## config.mk

```make
export PLATFORM = sky130hd
export DESIGN_NAME = spi_reg_writer
export DESIGN_NICKNAME = d
export VERILOG_FILES = /design/src/rtl/spi_reg_writer.sv
export SDC_FILE = /design/constraint.sdc
export NUM_CORES = 1
export LEC_CHECK = 0
export ABC_AREA = 1
export CAP_MARGIN = 10
export CORE_MARGIN = 2
export CORE_UTILIZATION = 49
export DETAILED_ROUTE_END_ITERATION = 7
export PLACE_DENSITY = 0.79
export SLEW_MARGIN = 30
export SYNTH_ARGS = -nofsm -noshare
export SYNTH_HDL_FRONTEND = slang
export SYNTH_SLANG_ARGS = --single-unit
```

## constraint.sdc

```tcl
create_clock -name clk -period 1.9 [get_ports clk]
set_input_delay 0.57 -clock clk [delete_from_list [all_inputs] [get_ports clk]]
set_output_delay 0.57 -clock clk [all_outputs]
set_load 0.05 [all_outputs]
```

## src/rtl/spi_reg_writer.sv

```systemverilog
// spi_reg_writer
//   Host-side SPI master for the register peripheral. It accepts one write
//   request (address + data) over a valid/ready handshake and sends it as
//   two 8-bit frames: an address frame {1,000,addr}, then a data frame.
//   The link runs in SPI mode 0 and sends the MSB first. A gap with nCS high
//   follows each frame. A request for an address above 4 is refused with
//   a one-cycle err pulse, and the SPI pins do not move.
//
// Ports
//   clk, rst_n        system clock; asynchronous active-low reset
//   wr_valid/wr_ready request handshake (ready only while idle)
//   wr_addr, wr_data  request payload, sampled at acceptance
//   busy              transfer in progress (inverse of wr_ready)
//   done              one-cycle pulse as nCS rises after the data frame
//   err               one-cycle pulse after a refused (addr > 4) request
//   SCLK, COPI, nCS   SPI pins, all registered
module spi_reg_writer #(
    parameter int CLK_DIV    = 4,
    parameter int GAP_CYCLES = 8
) (
    input  logic       clk,
    input  logic       rst_n,
    input  logic       wr_valid,
    output logic       wr_ready,
    input  logic [3:0] wr_addr,
    input  logic [7:0] wr_data,
    output logic       busy,
    output logic       done,
    output logic       err,
    output logic       SCLK,
    output logic       COPI,
    output logic       nCS
);

    localparam int HCW = (CLK_DIV > 2) ? $clog2(CLK_DIV) : 1;
    localparam int GCW = (GAP_CYCLES > 2) ? $clog2(GAP_CYCLES) : 1;

    typedef enum logic [2:0] {IDLE, ADDR_FRAME, GAP1, DATA_FRAME, GAP2} state_t;

    state_t         state_q, state_d;
    logic [HCW-1:0] half_q, half_d;    // clk count inside one half-period
    logic [4:0]     phase_q, phase_d;  // 0 setup, odd = SCLK high, 16 = hold
    logic [GCW-1:0] gap_q, gap_d;
    logic [7:0]     addr_byte_q, addr_byte_d;
    logic [7:0]     data_byte_q, data_byte_d;
    logic           wr_ready_q, wr_ready_d;
    logic           busy_q, busy_d;
    logic           done_q, done_d;
    logic           err_q, err_d;
    logic           sclk_q, sclk_d;
    logic           copi_q, copi_d;
    logic           ncs_q, ncs_d;

    logic           in_frame;
    logic [7:0]     cur_byte;

    always_comb begin
        state_d     = state_q;
        half_d      = half_q;
        phase_d     = phase_q;
        gap_d       = gap_q;
        addr_byte_d = addr_byte_q;
        data_byte_d = data_byte_q;
        err_d       = 1'b0;

        case (state_q)
            IDLE: begin
                if (wr_valid && wr_ready_q) begin
                    if (wr_addr > 4'd4) begin
                        err_d = 1'b1;
                    end else begin
                        addr_byte_d = {4'b1000, wr_addr};
                        data_byte_d = wr_data;
                        state_d     = ADDR_FRAME;
                        half_d      = '0;
                        phase_d     = '0;
                    end
                end
            end
            ADDR_FRAME, DATA_FRAME: begin
                if (half_q == HCW'(CLK_DIV - 1)) begin
                    half_d = '0;
                    if (phase_q == 5'd16) begin
                        state_d = (state_q == ADDR_FRAME) ? GAP1 : GAP2;
                        gap_d   = '0;
                    end else begin
                        phase_d = phase_q + 5'd1;
                    end
                end else begin
                    half_d = half_q + HCW'(1);
                end
            end
            GAP1, GAP2: begin
                if (gap_q == GCW'(GAP_CYCLES - 1)) begin
                    state_d = (state_q == GAP1) ? DATA_FRAME : IDLE;
                    half_d  = '0;
                    phase_d = '0;
                end else begin
                    gap_d = gap_q + GCW'(1);
                end
            end
            default: state_d = IDLE;
        endcase

        // Pins are derived from the next state so they change on the same
        // edge as the state they belong to, straight out of flops.
        in_frame   = (state_d == ADDR_FRAME) || (state_d == DATA_FRAME);
        cur_byte   = (state_d == ADDR_FRAME) ? addr_byte_d : data_byte_d;
        ncs_d      = !in_frame;
        sclk_d     = in_frame && phase_d[0];
        // Bit index steps on each even phase, i.e. as SCLK falls; zero in hold.
        copi_d     = (in_frame && (phase_d < 5'd16)) ? cur_byte[3'd7 - phase_d[3:1]] : 1'b0;
        wr_ready_d = (state_d == IDLE);
        busy_d     = !wr_ready_d;
        done_d     = (state_q == DATA_FRAME) && (state_d == GAP2);
    end

    always_ff @(posedge clk or negedge rst_n) begin
        if (!rst_n) begin
            state_q     <= IDLE;
            half_q      <= '0;
            phase_q     <= '0;
            gap_q       <= '0;
            addr_byte_q <= '0;
            data_byte_q <= '0;
            wr_ready_q  <= 1'b1;
            busy_q      <= 1'b0;
            done_q      <= 1'b0;
            err_q       <= 1'b0;
            sclk_q      <= 1'b0;
            copi_q      <= 1'b0;
            ncs_q       <= 1'b1;
        end else begin
            state_q     <= state_d;
            half_q      <= half_d;
            phase_q     <= phase_d;
            gap_q       <= gap_d;
            addr_byte_q <= addr_byte_d;
            data_byte_q <= data_byte_d;
            wr_ready_q  <= wr_ready_d;
            busy_q      <= busy_d;
            done_q      <= done_d;
            err_q       <= err_d;
            sclk_q      <= sclk_d;
            copi_q      <= copi_d;
            ncs_q       <= ncs_d;
        end
    end

    assign wr_ready = wr_ready_q;
    assign busy     = busy_q;
    assign done     = done_q;
    assign err      = err_q;
    assign SCLK     = sclk_q;
    assign COPI     = copi_q;
    assign nCS      = ncs_q;

endmodule

```

# [After elaboration in Yosys (flattened, before gate mapping)]
# Cells that the tools add are included.
[word_totals] ff_bits=36 input_bits=15 out_inout_bits=7 wordCells=87
[op_classes] addsub=4 order_cmp=3 n_eq_ne=16 muxes=36 reduce_logical=15
[op_table] operator="8-bit two-way mux" n=7
[op_table] operator="3-bit two-way mux" n=9
[op_table] operator="5-bit two-way mux" n=5
[op_table] operator="5-bit case mux with 3 select lines" n=1
[op_table] operator="2-bit != test, second input constant" n=6
[op_table] operator="2-bit two-way mux" n=5
[op_table] operator="3-bit by 2-bit equality test with 1-bit output, second input constant" n=3
[op_table] operator="3-bit equality test, second input constant" n=3
[op_table] operator="3-bit case mux with 3 select lines" n=1
[op_table] operator="4-bit AND reduction" n=2
[op_table] operator="3-bit by 1-bit equality test with 1-bit output, second input constant" n=2
[op_table] operator="3-bit logical NOT" n=2
[op_table] operator="2-bit case mux with 3 select lines" n=1
[op_table] operator="3-bit case mux with 2 select lines" n=1
[op_table] operator="5-bit by 1-bit adder with 5-bit output, second input constant" n=1
[op_table] operator="5-bit equality test, second input constant" n=1
[op_table] operator="5-bit < comparator, second input constant" n=1
[op_table] operator="1-bit two-way mux" n=5
[op_table] operator="4-bit by 3-bit > comparator with 1-bit output, second input constant" n=1
[op_table] operator="1-bit logical AND" n=4
[op_table] operator="3-bit by 4-bit < comparator with 1-bit output, second input constant" n=1
[op_table] operator="2-bit OR reduction" n=2
[op_table] operator="3-bit by 1-bit adder with 3-bit output, second input constant" n=1
[op_table] operator="1-bit binary-select mux with 3-bit select" n=1
[op_table] operator="other kinds (7)" n=8

# [Logic depth before layout (Yosys ltp)]
# Gate-level depths: netlist of the first run.
[depth] word_depth=10 mapped_depth=15 depth_no_buf=14

# [Least setup slack after synthesis of the first run]
# No wires, ideal clock.
[synth_timing] kind="flip-flop to flip-flop" start="reg wr_ready_q (netlist: wr_ready)" end="reg copi_q (netlist: COPI)" setup_ns=0.117 arrival_ns=1.708 required_ns=1.783 slack_ns=0.075 path_stages_with_launch=13 n_path_buf=1 synth_period_minus_slack_ns=1.825 cell_sequence="dfstp_2 > nand2_1 > nor2_2 > nand2_1 > buf_2 > nand2_1 > nand2_1 > nand2_1 > nand2_1 > nor2_1 > nor2_1 > nor2_1 > nor2_1"
[synth_between] word_cells_on_any_way=19 classes_between="add/sub (1); order compare (1); eq/ne (2); mux (12); reduce/logical (3)"
[synth_rtl] item="start, declared" line="46" source="logic wr_ready_q, wr_ready_d;"
[synth_rtl] item="start signal, assigned" line="140" source="wr_ready_q <= wr_ready_d;"
[synth_rtl] item="1-bit logical AND" line="68" source="if (wr_valid && wr_ready_q) begin"
[synth_rtl] item="8-bit two-way mux" line="68"
[synth_rtl] item="8-bit two-way mux" line="66" source="case (state_q)"
[synth_rtl] item="named net data_byte_d[3]" line="45" source="logic [7:0] data_byte_q, data_byte_d;"
[synth_rtl] item="8-bit two-way mux" line="108" source="cur_byte = (state_d == ADDR_FRAME) ? addr_byte_d : data_byte_d;"
[synth_rtl] item="1-bit binary-select mux with 3-bit select" line="112" source="copi_d = (in_frame && (phase_d < 5'd16)) ? cur_byte[3'd7 - phase_d[3:1]] : 1'b0;"
[synth_rtl] item="1-bit two-way mux (not written as such)" line="112"
[synth_rtl] item="1-bit two-way mux" line="112"
[synth_rtl] item="named net copi_d" line="51" source="logic copi_q, copi_d;"
[synth_rtl] item="end signal, assigned" line="145" source="copi_q <= copi_d;"
[synth_rtl] item="end, declared" line="51"
# The timed path passes the listed nets, and every way through them passes these cells. The select of a mux whose other input is x is not followed.
# A chain may end at the register's enable or synchronous reset.

# [Worst setup path in the final report of the first run]
[layout_timing] start="reg half_q[0]" end="reg copi_q (netlist: COPI)"
[layout_between] elab_chain_len=8 word_cells_on_any_way=15 classes_between="add/sub (1); order compare (1); eq/ne (3); mux (8); reduce/logical (2)"
[layout_lines] item="start, declared" line="41" source="logic [HCW-1:0] half_q, half_d;"
[layout_lines] item="start signal, assigned" line="135" source="half_q <= half_d;"
[layout_lines] item="2-bit equality test (*)" line="81" source="if (half_q == HCW'(CLK_DIV - 1)) begin"
[layout_lines] item="parallel branches: the longest is 6 deep, another holds 3-bit subtractor"
[layout_lines] item="1-bit two-way mux (*)" line="112"
[layout_lines] item="named net copi_d" line="51"
# Mark *: on every way through the listed nets, which the timed path passes. The select of a mux whose other input is x is not followed.

==> results of run 1 <==
==> routing by layer <==
layer  GRT usage, %  share of wire (%)
met1           29.0                 40
met2           37.6                 49
met3           5.28                7.5
met4           12.5                3.1
met5              0                  0
==> what timing repair did <==
item,in CTS,in global routing
cloned,1,0
setup buffers,9,10
endpoints found under the hold margin,0,0
pin swaps,18,19
gates resized for setup,29,57
endpoints found under the setup margin,1,4
==> flip-flops by register name, indices dropped and copies added (netlist names) <==
register     cells
data_byte_q      8
half_q           2
state_q          3
gap_q            3
phase_q          5
addr_byte_q      8
err              1
SCLK             1
wr_ready         1
busy             1
COPI             1
done             1
nCS              1
==> power breakdown <==
group	switching [mW]	leakage, nW	internal, mW
clock network	0.247	0.0422	0.276
registers	0	0.434	0.766
logic	0.0292	1.02	0.0337
total	0.277	1.49	1.08
==> worst max-delay path by stage <==
stage | startpoint | end | slack [ns] | cells after the start
floorplan | wr_ready$_DFF_PN1_ | COPI$_DFF_PN0_ | 0.08 | 12
global placement | wr_addr[1] | COPI$_DFF_PN0_ | -0.40 | 14
detailed placement | wr_addr[1] | COPI$_DFF_PN0_ | -0.48 | 15
CTS | gap_q[0]$_DFFE_PN0P_ | COPI$_DFF_PN0_ | 0.003 | 12
global route | half_q[0]$_DFFE_PN0P_ | COPI$_DFF_PN0_ | -0.30 | 11
finish | half_q[0]$_DFFE_PN0P_ | COPI$_DFF_PN0_ | -0.11 | 11
==> Yosys cell counts, drive strengths merged, types with 2 or more instances <==
library cell	count
inv	30
nand3	23
nand2	71
ha	5
nor2	24
dfrtp	34
buf	4
a21oi	8
nor3	3
nand4	4
dfstp	2
o21ai	12
==> stage by stage <==
step                      setup WS [ns]  std cells  cell area (um^2)
after floorplan                  0.0752        226              1780
after detailed placement         -0.484        320              2300
after global routing             -0.303        348              2830
after global placement           -0.400        320              2300
after CTS                       0.00311        338              2550
final                            -0.112        348              2830
==> logic make-up (layout without fill, tap and decap cells) <==
kind of cell | after synthesis | count (layout) | synth area share, %
AOI/OAI and AO/OA | 25 | 25 | 7.65
adders and majority gates | 5 | 5 | 3.51
buffers and inverters | 34 | 110 | 7.93
DFF | 36 | 36 | 50.7
muxes | 1 | 1 | 0.561
and+or+nand+nor | 125 | 125 | 29.7
==> final cells by class <==
class                      instances  share of cell area, %
timing repair buffer              72                   24.5
clock inverter                     2                   1.24
multi-input combinational        156                   34.9
inverter                          30                   3.98
sequential                        36                   31.9
tap                               46                   2.03
clock buffer                       6                   1.46
==> flow_summary_export.csv, run 1 <==
group,metric,value,unit
synth,synth_nets,246,
worst_setup_path,ff2ff_path_depth,11,
sta,skew,0.00737,ns
detailed_routing,via_per_inst,5.46,
global_routing,grt_usage,23.3,%
synth,syn_area,0.00178,mm^2
die,fp.dieH,64.3,um
worst_setup_path,cp.required,2.15,ns
synth,yosysWarnings,0,
placement,numPortBuffers,21,
synth,yosysTopAreaCell,"dfrtp_1",
worst_setup_path,reg2reg_slack,-0.11,ns
sta,finalHoldViolCount,0,
die,start_util,52.2,%
layout,diodes,0,
worst_setup_path,start_kind,"flip-flop",
detailed_routing,vias,1899,
detailed_routing,route.detailed.drc,0,
clock_network,cts_tree,"yes",
layout,fin_util,82.9,%
worst_hold_path,worstHoldPathType,"flip-flop to flip-flop",
layout,layout-drive-gt1-share,42.1,%
sta,fmax,0.497,GHz
die,fp.dieW,64.3,um
worst_setup_path,r2r_end,"COPI$_DFF_PN0_",
worst_setup_path,crit_chain,"ha_2 > buf_4 > mux2i_2 > nor2_1 > a21oi_1 > buf_4 > nand3_1 > nand3_2 > nand2_1 > nor2_1 > nor2_1",
detailed_routing,wirelength,5440,um
synth,synth_edf_count,0,
worst_setup_path,crit_buf_inv,2,
synth,async_flop_share,100,%
sta,max-slew-margin-rel,73.5,%
clock_network,cts_buffers,5,
synth,syn_avg_cell_area,7.89,um^2
pwr,cellPowerDensity,478,mW/mm^2
layout,register_area,903,um^2
sta,setup_slack,-0.112,ns
run_status,outcome,"finished, violations left",
sta,whs,0.496,ns
placement,hpwl,2710,um
clock_network,clockRootBuffer,"clkbuf_4",
synth,synthCells,226,
sta,finalSetupViolCount,1,
worst_hold_path,whs_endpoint,"gap_q[0]$_DFFE_PN0P_",
run_status,violations,"negative setup slack",
worst_setup_path,crit_fanout,5,
layout,fill_cells,192,
worst_setup_path,cp.arrival,2.26,ns
die,io_pins,22,
detailed_routing,wl_per_cell,15.6,um
sta,fin_crit_sh,106,%
detailed_routing,drt_iter0_drc,159,
synth,yosysSeqAreaShare,50.7,%
worst_hold_path,hold_depth,1,
global_routing,grt_pass1_vias,1695,
worst_setup_path,r2r_start,"half_q[0]$_DFFE_PN0P_",
die,dieArea,0.00414,mm^2
pwr,peakVddDrop,0.480,mV
clock_network,ctsHoldBuffers,0,
detailed_routing,drtAntennaViolNets,0,
run,max_cap_viol_count,0,
worst_setup_path,crit_family,"simple AND/OR/NAND/NOR gates",
global_routing,antenna_found_initial,0,
synth,synth_ff_type,"dfrtp_1",
clock_network,clock_latency,0.35,ns
die,rows,21,
sta,fin_setup_tns,-0.112,ns
sta,slew_violations,0,
die,core_area,0.00342,mm^2
worst_setup_path,end_kind,"flip-flop",
placement,gp_congestion,0.994,
pwr,power.total,1.35,mW
clock_network,clock_path_buffers,2,
sta,rsz0062_at_grt,"true",
layout,final_cell_mix,"57 x nand2_1, 44 x buf_4, 34 x dfrtp_1",
clock_network,htree_num_levels,2,
worst_hold_path,min_from,"gap_q[0]$_DFFE_PN0P_",
synth,netlist-cell-type-count,25,
synth,synth_top_area_share,47.7,%
worst_setup_path,crit_slowest_cell,"dfrtp_1",
worst_setup_path,slowest_delay,0.40,ns
synth,netlist_top_cells_area,"dfrtp_1 48%, nand2_1 15%, nand3_1 6.2%",
worst_setup_path,critPathKind,"flip-flop to flip-flop",
sta,worst_pin_slew,0.396,ns
clock_network,cts.clk_slew.worst_paths,0.10,ns
clock_network,cts.sinks,36,
pwr,power.leakage,1.49,nW
synth,ys_ff_latch,36,
layout,synthToLayoutAreaGrowth,58.7,%
global_routing,grt_pass1_wl,7290,um
detailed_routing,dr.pass1.iters,4,
layout,multi_input_area,987,um^2
layout,mostFrequentLayoutCell,"nand2_1",
worst_setup_path,worst_path_most_repeated_cell,"nor2_1",
global_routing,grt_max_degree,37,
global_routing,overflow,0,
sta,layout_min_cycle_time,2.01,ns
layout,nNetsFinal,321,
No activity file was read; power rests on OpenSTA's default activity.
==> inputs of run 2 (changes only) <==
--- a/config.mk
+++ b/config.mk
@@ -7,10 +7,9 @@
 export LEC_CHECK = 0
 export ABC_AREA = 1
 export CAP_MARGIN = 10
-export CORE_MARGIN = 2
-export CORE_UTILIZATION = 49
+export CORE_UTILIZATION = 54
 export DETAILED_ROUTE_END_ITERATION = 7
-export PLACE_DENSITY = 0.79
+export PLACE_DENSITY = 0.82
 export SLEW_MARGIN = 30
 export SYNTH_ARGS = -nofsm -noshare
 export SYNTH_HDL_FRONTEND = slang
==> constraint.sdc (replaced) <==
create_clock -name clk -period 2.1 [get_ports clk]
set_input_delay 0.63 -clock clk [delete_from_list [all_inputs] [get_ports clk]]
set_output_delay 0.63 -clock clk [all_outputs]
set_load 0.05 [all_outputs]
==> flow_summary_export.csv, run 2 (synthesis results as in run 1) <==
group,metric,value,unit
clock_network,cts_tree,"yes",
layout,final_cell_mix,"59 x nand2_1, 35 x buf_4, 34 x dfrtp_1",
run_status,outcome,"complete, no violations",
pwr,p_switching,0.259,mW
sta,layout_min_cycle_time,2.02,ns
clock_network,cts_buffers,5,
die,fp.dieW,59.5,um
layout,top_regs,"addr_byte_q x8, data_byte_q x8, phase_q x5",
detailed_routing,route.detailed.drc,0,
global_routing,grt_pass1_wl,6720,um
sta,skew,0.0107,ns
sta,slew_violations,0,
die,dieArea,0.00354,mm^2
pwr,power.leakage,1.31,nW
clock_network,clockRootBuffer,"clkbuf_4",
placement,pre_cts_slack,-0.398,ns
layout,layout-drive-gt1-share,27.4,%
global_routing,grt_pass1_vias,1586,
pwr,sw_frac_of_total,22.6,%
worst_setup_path,critPathKind,"primary input to flip-flop",
clock_network,clock_path_buffers,2,
worst_setup_path,crit_fanout,6,
detailed_routing,drt_iter0_drc,78,
run,max_cap_viol_count,0,
sta,fin_crit_sh,96.3,%
global_routing,grt_max_degree,37,
global_routing,overflow,0,
sta,fmax,0.494,GHz
detailed_routing,dr.pass1.iters,4,
pwr,cellPowerDensity,468,mW/mm^2
detailed_routing,wl_per_cell,13.1,um
pwr,clockPowerShare,34.2,%
die,fp.dieH,59.5,um
global_routing,grt_usage,25.7,%
worst_setup_path,start_kind,"primary input",
die,io_pins,22,
clock_network,cts.clk_slew.worst_paths,0.11,ns
sta,fin_setup_tns,0,ns
layout,diodes,0,
detailed_routing,drtAntennaViolNets,0,
sta,setup_slack,0.0774,ns
worst_setup_path,end_kind,"flip-flop",
die,rows,20,
sta,max-slew-margin-rel,67.9,%
worst_setup_path,cp.required,2.39,ns
layout,synthToLayoutAreaGrowth,37.1,%
placement,gp_congestion,0.976,
clock_network,htree_num_levels,2,
die,start_util,57.5,%
layout,mostFrequentLayoutCell,"nand2_1",
pwr,peakVddDrop,0.458,mV
worst_setup_path,crit_slowest_cell,"clkdlybuf4s50_1",
pwr,p_comb_share,5.3,%
pwr,p_int,0.886,mW
worst_setup_path,r2r_end,"COPI$_DFF_PN0_",
worst_setup_path,ff2ff_path_depth,10,
worst_setup_path,worst_path_most_repeated_cell,"nand2_1",
clock_network,clock_latency,0.35,ns
worst_setup_path,crit_buf_inv,3,
worst_setup_path,crit_chain,"clkdlybuf4s50_1 > nand2_2 > nor2_4 > inv_2 > nor2_4 > clkbuf_16 > nand2_1 > nand2_1 > nand2_1 > nand3_1 > nand3_1 > nand2_1 > nor2_1 > nor2_1",
sta,worst_pin_slew,0.484,ns
worst_setup_path,cp.arrival,2.31,ns
die,core_area,0.00310,mm^2
global_routing,antenna_found_initial,0,
detailed_routing,vias,1719,
layout,fin_util,78.8,%
layout,nNetsFinal,304,
worst_hold_path,min_from,"gap_q[0]$_DFFE_PN0P_",
pwr,seq_power_share,60.5,%
worst_setup_path,crit_family,"simple AND/OR/NAND/NOR gates",
worst_setup_path,r2r_start,"half_q[0]$_DFFE_PN0P_",
worst_setup_path,slowest_delay,0.47,ns
worst_hold_path,worstHoldPathType,"flip-flop to flip-flop",
pwr,power.total,1.15,mW
worst_hold_path,hold_depth,1,
clock_network,cts.sinks,36,
placement,numPortBuffers,21,
worst_setup_path,reg2reg_slack,0.13,ns
worst_hold_path,whs_endpoint,"gap_q[0]$_DFFE_PN0P_",
detailed_routing,via_per_inst,5.22,
clock_network,ctsHoldBuffers,0,
sta,finalHoldViolCount,0,
detailed_routing,wirelength,4310,um
placement,hpwl,2780,um
sta,finalSetupViolCount,0,
## run 2: routing by layer
layer	up-vias	wire length (um)	GRT usage, %
li1	838	-	-
met1	808	1870	34.8
met2	66	2090	41.1
met3	7	296	4.59
met4	0	53	10.2
met5	-	0	0
## run 2: final cells by class
class,count,area (um^2)
clock inverters,2,10.0
clock buffers,6,51.3
repair buffers,55,490
well taps,44,55.1
inverters,30,113
flip-flops and latches,36,903
multi-input cells,156,822
fillers,225,658
## run 2: worst register-to-register path: stages, from the launching register on
cell     delay [ns]
dfrtp_1        0.39
ha_1           0.36
mux2i_1        0.39
nor2_1         0.09
a21oi_2        0.11
buf_4          0.14
nand2_1        0.06
nor2_1         0.13
nor2_1         0.06
nor2_1         0.10
nor2_1         0.05
## run 2: how the worst max path moves through the flow
stage / to / slack, ns / from / cells past startpoint
final: COPI$_DFF_PN0_ / 0.08 / wr_valid / 14
after detailed placement: COPI$_DFF_PN0_ / -0.40 / wr_addr[1] / 15
after global routing: COPI$_DFF_PN0_ / -0.07 / phase_q[0]$_DFF_PN0_ / 14
after floorplan: COPI$_DFF_PN0_ / 0.28 / wr_ready$_DFF_PN1_ / 12
after CTS: COPI$_DFF_PN0_ / 0.0008 / wr_addr[1] / 15
after global placement: COPI$_DFF_PN0_ / -0.37 / wr_addr[1] / 15
## run 2: stage by stage
stage | area, um^2 | hold slack (ns) | instances
after floorplan | 1780 | 0.334 | 226
after global placement | 2220 | 0.460 | 313
after detailed placement | 2220 | 0.469 | 313
after CTS | 2290 | 0.492 | 321
after global routing | 2440 | 0.503 | 329
final | 2440 | 0.490 | 329
## run 2: power groups by stage
stage,clock network [mW],logic [mW],registers (mW)
floorplan,0,0.00486,0.707
global placement,0,0.0556,0.706
detailed placement,0,0.0562,0.706
CTS,0.399,0.0566,0.693
global route,0.425,0.0669,0.693
finish,0.391,0.0608,0.693
## run 2: what timing repair did
action	4_1_cts	5_1_grt
gates resized for setup	6	25
gates cloned	0	1
pin swaps	0	6
setup buffers	0	7
endpoints found under the setup margin	4	1
